[config.mk]
export PLATFORM = sky130hd
export DESIGN_NAME = int8_quad_mac_seq
export DESIGN_NICKNAME = d
export VERILOG_FILES = /design/src/rtl/int8_quad_mac_seq.sv
export SDC_FILE = /design/constraint.sdc
export NUM_CORES = 1
export LEC_CHECK = 0
export ABC_AREA = 1
export BUFFER_PORTS_ARGS = -buffer_cell sky130_fd_sc_hd__buf_2
export CAP_MARGIN = 15
export CORE_AREA = 5 5 186 188
export DETAILED_ROUTE_END_ITERATION = 10
export DIE_AREA = 0 0 191 193
export SYNTH_ARGS = -nofsm -noshare
export SYNTH_HDL_FRONTEND = slang
export SYNTH_SLANG_ARGS = --single-unit
[constraint.sdc]
create_clock -name clk -period 3.2 [get_ports clk]
set_input_delay 0.32 -clock clk [delete_from_list [all_inputs] [get_ports clk]]
set_output_delay 0.32 -clock clk [all_outputs]
set_load 0.02 [all_outputs]
[src/rtl/int8_quad_mac_seq.sv]
// Sequencer that streams INT8 activations into four external MAC lanes
// sharing one activation, and returns the four accumulated sums.
module int8_quad_mac_seq #(
    parameter int WXYZ_BITS = 32,
    parameter int LEN_BITS  = 16,
    parameter int MUL_LAT   = 1
) (
    input  logic                 clk,
    input  logic                 rst,
    input  logic                 cfg_valid,
    output logic                 cfg_ready,
    input  logic [LEN_BITS-1:0]  cfg_len,
    input  logic [7:0]           cfg_wa,
    input  logic [7:0]           cfg_wb,
    input  logic [7:0]           cfg_wc,
    input  logic [7:0]           cfg_wd,
    input  logic                 act_valid,
    output logic                 act_ready,
    input  logic [7:0]           act_data,
    output logic                 res_valid,
    input  logic                 res_ready,
    output logic [WXYZ_BITS-1:0] res_w,
    output logic [WXYZ_BITS-1:0] res_x,
    output logic [WXYZ_BITS-1:0] res_y,
    output logic [WXYZ_BITS-1:0] res_z,
    output logic                 busy,
    output logic [7:0]           mac_a,
    output logic [7:0]           mac_b,
    output logic [7:0]           mac_c,
    output logic [7:0]           mac_d,
    output logic [7:0]           mac_e,
    output logic [WXYZ_BITS-1:0] mac_s,
    output logic [WXYZ_BITS-1:0] mac_t,
    output logic [WXYZ_BITS-1:0] mac_u,
    output logic [WXYZ_BITS-1:0] mac_v,
    input  logic [WXYZ_BITS-1:0] mac_w,
    input  logic [WXYZ_BITS-1:0] mac_x,
    input  logic [WXYZ_BITS-1:0] mac_y,
    input  logic [WXYZ_BITS-1:0] mac_z
);

    typedef enum logic [1:0] {
        S_IDLE,
        S_RUN,
        S_DRAIN,
        S_OUT
    } state_t;

    localparam logic [LEN_BITS-1:0] L_ONE = LEN_BITS'(1);

    state_t r_state;
    state_t w_next;

    logic                 w_cfg_hs;
    logic                 w_act_hs;
    logic                 w_last;
    logic                 w_drain_done;
    logic                 w_first;
    logic                 w_tag;
    logic                 w_clr;
    logic [LEN_BITS-1:0]  r_len;
    logic [LEN_BITS-1:0]  r_cnt;
    logic [2:0]           r_drn;
    logic [7:0]           r_wa;
    logic [7:0]           r_wb;
    logic [7:0]           r_wc;
    logic [7:0]           r_wd;
    logic [WXYZ_BITS-1:0] r_rw;
    logic [WXYZ_BITS-1:0] r_rx;
    logic [WXYZ_BITS-1:0] r_ry;
    logic [WXYZ_BITS-1:0] r_rz;

    assign w_cfg_hs     = cfg_valid & cfg_ready;
    assign w_act_hs     = act_valid & act_ready;
    assign w_last       = (r_cnt == r_len - L_ONE);
    assign w_drain_done = (r_drn == 3'(MUL_LAT));
    assign w_first      = w_act_hs & (r_cnt == '0);

    always_ff @(posedge clk or negedge rst) begin
        if (!rst) begin
            r_state <= S_IDLE;
        end else begin
            r_state <= w_next;
        end
    end

    // Handshake terms are rebuilt from raw inputs here to avoid a comb loop.
    always_comb begin
        w_next    = r_state;
        cfg_ready = 1'b0;
        act_ready = 1'b0;
        res_valid = 1'b0;
        busy      = 1'b1;
        unique case (r_state)
            S_IDLE: begin
                busy      = 1'b0;
                cfg_ready = rst;
                if (cfg_valid && rst) begin
                    w_next = (cfg_len != '0) ? S_RUN : S_OUT;
                end
            end
            S_RUN: begin
                act_ready = 1'b1;
                if (act_valid && w_last) begin
                    w_next = S_DRAIN;
                end
            end
            S_DRAIN: begin
                if (w_drain_done) begin
                    w_next = S_OUT;
                end
            end
            S_OUT: begin
                res_valid = 1'b1;
                if (res_ready) begin
                    w_next = S_IDLE;
                end
            end
            default: w_next = S_IDLE;
        endcase
    end

    always_ff @(posedge clk or negedge rst) begin
        if (!rst) begin
            r_len <= '0;
            r_cnt <= '0;
            r_drn <= '0;
            r_wa  <= '0;
            r_wb  <= '0;
            r_wc  <= '0;
            r_wd  <= '0;
            r_rw  <= '0;
            r_rx  <= '0;
            r_ry  <= '0;
            r_rz  <= '0;
        end else begin
            if (w_cfg_hs) begin
                r_len <= cfg_len;
                r_cnt <= '0;
                r_drn <= '0;
                r_wa  <= cfg_wa;
                r_wb  <= cfg_wb;
                r_wc  <= cfg_wc;
                r_wd  <= cfg_wd;
                if (cfg_len == '0) begin
                    r_rw <= '0;
                    r_rx <= '0;
                    r_ry <= '0;
                    r_rz <= '0;
                end
            end
            if (w_act_hs) begin
                r_cnt <= r_cnt + L_ONE;
            end
            if (r_state == S_DRAIN) begin
                if (w_drain_done) begin
                    r_rw <= mac_w;
                    r_rx <= mac_x;
                    r_ry <= mac_y;
                    r_rz <= mac_z;
                end else begin
                    r_drn <= r_drn + 3'd1;
                end
            end
        end
    end

    // The first-element tag travels alongside the product pipeline.
    generate
        if (MUL_LAT == 0) begin : g_tag0
            assign w_tag = w_first;
        end else begin : g_tagn
            logic [MUL_LAT-1:0] r_tag;
            always_ff @(posedge clk or negedge rst) begin
                if (!rst) begin
                    r_tag <= '0;
                end else begin
                    r_tag[0] <= w_first;
                    for (int i = 1; i < MUL_LAT; i++) begin
                        r_tag[i] <= r_tag[i-1];
                    end
                end
            end
            assign w_tag = r_tag[MUL_LAT-1];
        end
    endgenerate

    assign w_clr = w_tag | ~rst;

    assign mac_a = r_wa;
    assign mac_b = r_wb;
    assign mac_c = r_wc;
    assign mac_d = r_wd;
    assign mac_e = w_act_hs ? act_data : 8'd0;
    assign mac_s = w_clr ? '0 : mac_w;
    assign mac_t = w_clr ? '0 : mac_x;
    assign mac_u = w_clr ? '0 : mac_y;
    assign mac_v = w_clr ? '0 : mac_z;

    assign res_w = r_rw;
    assign res_x = r_rx;
    assign res_y = r_ry;
    assign res_z = r_rz;

endmodule
Word-level counts from Yosys, hierarchy flattened
Index checks and enable logic that the tools add are counted.

word-level totals
  register bits after elaboration = 198
  input port bits = 189
  output and inout port bits = 300
  logic and storage cells = 74

operators by class
  add/subtract/negate cells = 3
  equal/unequal tests = 9
  mux-type cells = 36
  bitwise operators = 5
  reduce and logical (&&, ||, !) cells = 8

operators by type and width
  cell                                                 count
  2-to-1 mux 32 bit                                    20
  zero test 16 bit                                     2
  2-to-1 mux 16 bit                                    2
  adder 16 x 1 -> 16 bit (second input constant)       1
  == test 16 bit                                       1
  nonzero test 16 bit                                  1
  subtractor 16 x 1 -> 16 bit (second input constant)  1
  2-to-1 mux 2 bit                                     5
  2-to-1 mux 3 bit                                     3
  2-to-1 mux 8 bit                                     1
  inequality test 2 bit (second input constant)        4
  one-hot mux 2 bit (4 select lines)                   1
  == test 2 bit (second input constant)                2
  2-to-1 mux 1 bit                                     4
  AND reduction 4 bit                                  1
  adder 3 x 1 -> 3 bit (second input constant)         1
  AND 1 bit                                            3
  == test 3 x 1 -> 1 bit (second input constant)       1
  == test 2 x 1 -> 1 bit (second input constant)       1
  logical AND 1 bit                                    2
  zero test 2 bit                                      1
  nonzero test 2 bit                                   1
  inverter 1 bit                                       1
  bitwise OR 1 bit                                     1

Longest topological paths before layout
  word-level depth = 6
  mapped depth = 17
  depth with buffers taken out = 17

Least setup slack after synthesis
OpenSTA, ideal clock, no wires.

  kind = reg-to-reg
  start point = register r_state[1]
  end point = register r_cnt[14]
  library setup time = 77 ps
  arrival time = 1781 ps
  data required time = 3123 ps
  slack = 1341 ps
  cell stages (with the launch flop) = 11
  path buffers = 0
  clock period less this slack = 1859 ps
  cell sequence = dfrtp_1 > inv_1 > ha_1 > nand2_2 > inv_2 > nand2_1 > nor3_1 > nand2_1 > nor4_2 > a21oi_1 > a21oi_1

between the ends
  cells in the longest elaborated chain, start to end = 4
  elaborated cells between the ends (all ways) = 8
  classes of those cells = eq/ne: 1; mux: 3; bitwise: 2; reduce/logical: 2

RTL lines
  item                                                            line  text
  start, declared                                                 51    state_t r_state;
  start signal, assigned                                          83    r_state <= w_next;
  == test 2 x 1 -> 1 bit (*)                                      94    unique case (r_state)
  2-to-1 mux 1 bit (*)                                            94
  net act_ready                                                   18    output logic act_ready,
  AND 1 bit (*)                                                   74    assign w_act_hs = act_valid & act_ready;
  2-to-1 mux 16 bit / nonzero test 2 bit (equally long branches)  n/a
  end signal, assigned                                            153   r_cnt <= r_cnt + L_ONE;
  end, declared                                                   62    logic [LEN_BITS-1:0] r_cnt;

Mark *: on every way through the listed nets, which the timed path passes. The rest lies on a longest branch.
A chain may end at the register's enable or synchronous reset.

Worst setup path after layout
  start point = register g_tagn.r_tag
  end point = output mac_t[19]

between the ends
  cells in the longest elaborated chain, start to end = 2

RTL lines
  item                             line  text
  start, declared                  173   logic [MUL_LAT-1:0] r_tag;
  start signal, assigned by index  180   r_tag[i] <= r_tag[i-1];
  bitwise OR 1 bit                 188   assign w_clr = w_tag | ~rst;
  2-to-1 mux 32 bit                196   assign mac_t = w_clr ? '0 : mac_x;
  end, declared                    33    output logic [WXYZ_BITS-1:0] mac_t,

Every way passes these cells.

==> flow_summary.ini <==
[outcome]
outcome = completed

[global_routing]
grt_antenna_before_repair = 2
grt_pass1_wl_mm = 50.5
use_met1_pct = 22.5
globalRouteMet2Util_pct = 28.9
grt_max_degree = 165
grt_pass1_vias = 9119
gr-total-overflow = 0
track_usage_pct = 17.6
grt_util_met3_pct = 4.16
busiest_layer = met2

[clock_network]
clk_pin_slew_ns = 0.08
hold_buffers = 0
cts-root-buf = clkbuf_16
clockBufferDepth = 2
cts.sinks = 198
cts_tree = done
cts_setup_buffers = 0
insertion_delay_ns = 0.45
htree_levels = 4
ctsResizeCount = 0
tritoncts.num_buffers = 17

[power]
cellLeakagePower_nw = 7.61
pwr_density_cell_nw_per_um2 = 947
irDropWorstVdd_uv = 446

[timing]
final-hold-violation-count = 0
tns_ns = 0
tightestPinTransition_ns = 0.790
fin_crit_sh_pct = 74.5
rsz0062_at_grt = no
setup_viol = 0
maxSlewViolCount = 0
relSlewSlack_pct = 47.4
fmax_mhz = 420
post-route-min-period_ns = 2.38
final.setup_skew_ns = 0.0191

[routing]
routedWlPerCell_um = 15.8
routed_wl_mm = 33.7
drc = 0
drtPass1Iterations = 5
postRouteAntennaNets = 0
num_vias = 9478
drt_first_iter_violations = 502
via_per_inst = 4.45

[final_layout]
syn2layout_area_growth_pct = 37.0
final_cells = 2132
multiInputGateArea_um2 = 3560
fillers = 3460
seqCellArea_um2 = 4950
drive_above_1_share_pct = 32.9
nets = 1869

[setup_path]
critical_path_buf_inv_count = 3
critPathRequiredTime_ns = 2.88
cp_max_fo = 55
critPathTopFamily = buffers and inverters
slowest_delay_ns = 0.37
startpoint_type = flop
cp.arrival_ns = 2.06
endpoint_kind = output port
worstSetupPathType = reg -> out
cpMaxStageDelayCell = dfrtp_1
crit_chain = inv_1 > nand2_4 > buf_4 > nor2_1 > buf_2

[synthesis]
yosys_warnings = 0
async_flop_share_pct = 100
synth_seq_area_share_pct = 52.2
synth_edf_count = 0
synth_cell_types = 34
syn_nets = 1416
syn_avg_cell_area_um2 = 7.80
ys.flop_type = dfrtp_1
synthCells = 1217
ys_ff_latch = 198
netlist_area_um2 = 9490

[hold_path]
hold_path.class = in -> reg

[placement]
dp_hpwl_mm = 26.5
gp_congestion = 0.867
dp_cells = 2099
io_buffers = 488

[die]
fp.dieW_um = 191
die_h_um = 193
core_area_um2 = 32900
row_count = 67
io_pins = 489
dieArea_um2 = 36900
initial_core_util_pct = 28.8

[job]
cap_violations = 0
-- final timing paths --
kind / start / endpoint / slack [ns] / cells after the start
worst max-delay path: g_tagn.r_tag$_DFF_PN0_ / mac_t[19] / 0.82 / 5
worst min-delay path: cfg_wa[2] / mac_a[2]$_DFFE_PN0P_ / 0.06 / 3
worst max register to register: r_state[0]$_DFFE_PN0P_ / r_cnt[13]$_DFFE_PN0P_ / 0.91 / 10
worst min register to register: mac_b[3]$_DFFE_PN0P_ / mac_b[3]$_DFFE_PN0P_ / 0.48 / 2
max in group asynchronous: rst / res_w[16]$_DFF_PN0_ / 2.54 / 2
min in group asynchronous: rst / res_z[22]$_DFF_PN0_ / 0.08 / 2
-- worst register-to-register path, stage by stage, from the launching register on --
cell,delay (ns)
dfrtp_1,0.40
inv_1,0.10
ha_1,0.22
nand2_1,0.07
inv_2,0.04
nand2_1,0.08
buf_4,0.54
nor2_1,0.25
inv_1,0.25
a32oi_1,0.09
a41oi_1,0.17
-- report_power, final --
group / switching, mW / leakage, nW / internal [mW] / total, mW
combinational: 3.88 / 4.87 / 1.89 / 5.78
clock: 1.08 / 0.293 / 1.12 / 2.21
sequential: 0.690 / 2.45 / 3.65 / 4.34
total: 5.66 / 7.61 / 6.67 / 12.3
-- placed cells by master (no fill, tap or decap), drive strengths merged --
cell	instances
a21o	1
a21oi	10
a32oi	1
a41oi	1
and2	1
buf	500
bufinv	1
clkbuf	18
clkinv	6
clkinvlp	1
dfrtp	198
diode	1
ha	10
inv	206
mux2i	1
nand2	196
nand3	149
nand3b	2
nand4	8
nor2	179
nor3	6
nor4	3
o211ai	1
o21ai	164
o22ai	3
o32ai	1
or2	1
xnor2	5
xor2	10
-- cells by family after synthesis --
family                   count (synthesis)  synth area share [%]
AO/OA/AOI/OAI                          182                  9.81
XOR/XNOR                                15                  1.38
adder cells (fa/ha/maj)                 10                  1.32
buffers and inverters                  266                  10.7
flip-flops                             198                  52.2
multiplexers                             1                 0.105
AND/OR/NAND/NOR                        545                  24.5
-- final cells by class --
class / count / area share, %
tap: 448 / 4.31
clock inverter: 15 / 1.41
antenna: 1 / 0.0192
timing repair buffer: 501 / 19.8
inverter: 199 / 5.76
clock buffer: 17 / 3.27
multi-input combinational: 753 / 27.4
sequential: 198 / 38.1
-- metrics by stage --
| stage | hold slack (ns) | util, % | worst slack [ns] | total power, mW | cell area (um^2) |
|---|---|---|---|---|---|
| global placement | 0.457 | 37.6 | 1.02 | 10.1 | 12400 |
| global route | 0.0333 | 39.5 | 0.676 | 13.3 | 13000 |
| detailed placement | 0.459 | 37.6 | 0.972 | 10.3 | 12400 |
| CTS | 0.0285 | 39.5 | 0.790 | 12.5 | 13000 |
| floorplan | 0.0244 | - | 1.34 | 7.94 | 9490 |
| finish | 0.0569 | 39.5 | 0.817 | 12.3 | 13000 |
-- synth_stat cells (2+ instances only) --
| master | instances | area, um^2 |
|---|---|---|
| dfrtp_1 | 198 | 4950 |
| inv_1 | 194 | 728 |
| nand2_1 | 192 | 721 |
| nor2_1 | 173 | 649 |
| o21ai_0 | 150 | 751 |
| nand3_1 | 148 | 741 |
| clkbuf_1 | 53 | 199 |
| o21ai_1 | 14 | 70.1 |
| a21oi_1 | 10 | 50.1 |
| ha_1 | 10 | 125 |
| xor2_1 | 10 | 87.6 |
| buf_2 | 9 | 45.0 |
| nand4_1 | 8 | 50.1 |
| nor3_1 | 6 | 30.0 |
| buf_1 | 5 | 18.8 |
| nor2_2 | 5 | 31.3 |
| xnor2_1 | 5 | 43.8 |
| inv_2 | 4 | 15.0 |
| nand2_2 | 4 | 25.0 |
| o22ai_1 | 3 | 18.8 |
| nand3b_1 | 2 | 15.0 |
| nor4_1 | 2 | 12.5 |
-- sequential cells by signal, summed over array words and instances (netlist names) --
| name | flops |
|---|---|
| mac_c | 8 |
| res_y | 32 |
| res_w | 32 |
| mac_a | 8 |
| mac_d | 8 |
| res_x | 32 |
| r_state | 2 |
| r_drn | 3 |
| r_len | 16 |
| g_tagn.r_tag | 1 |
| res_z | 32 |
| mac_b | 8 |
| r_cnt | 16 |
-- layer usage --
metal  part of all wire (%)  wire [um]
met4                    3.2       1090
met5                  0.039         13
met1                     41      13900
met3                    6.2       2090
met2                     49      16600
(Power assumes the default switching activity.)
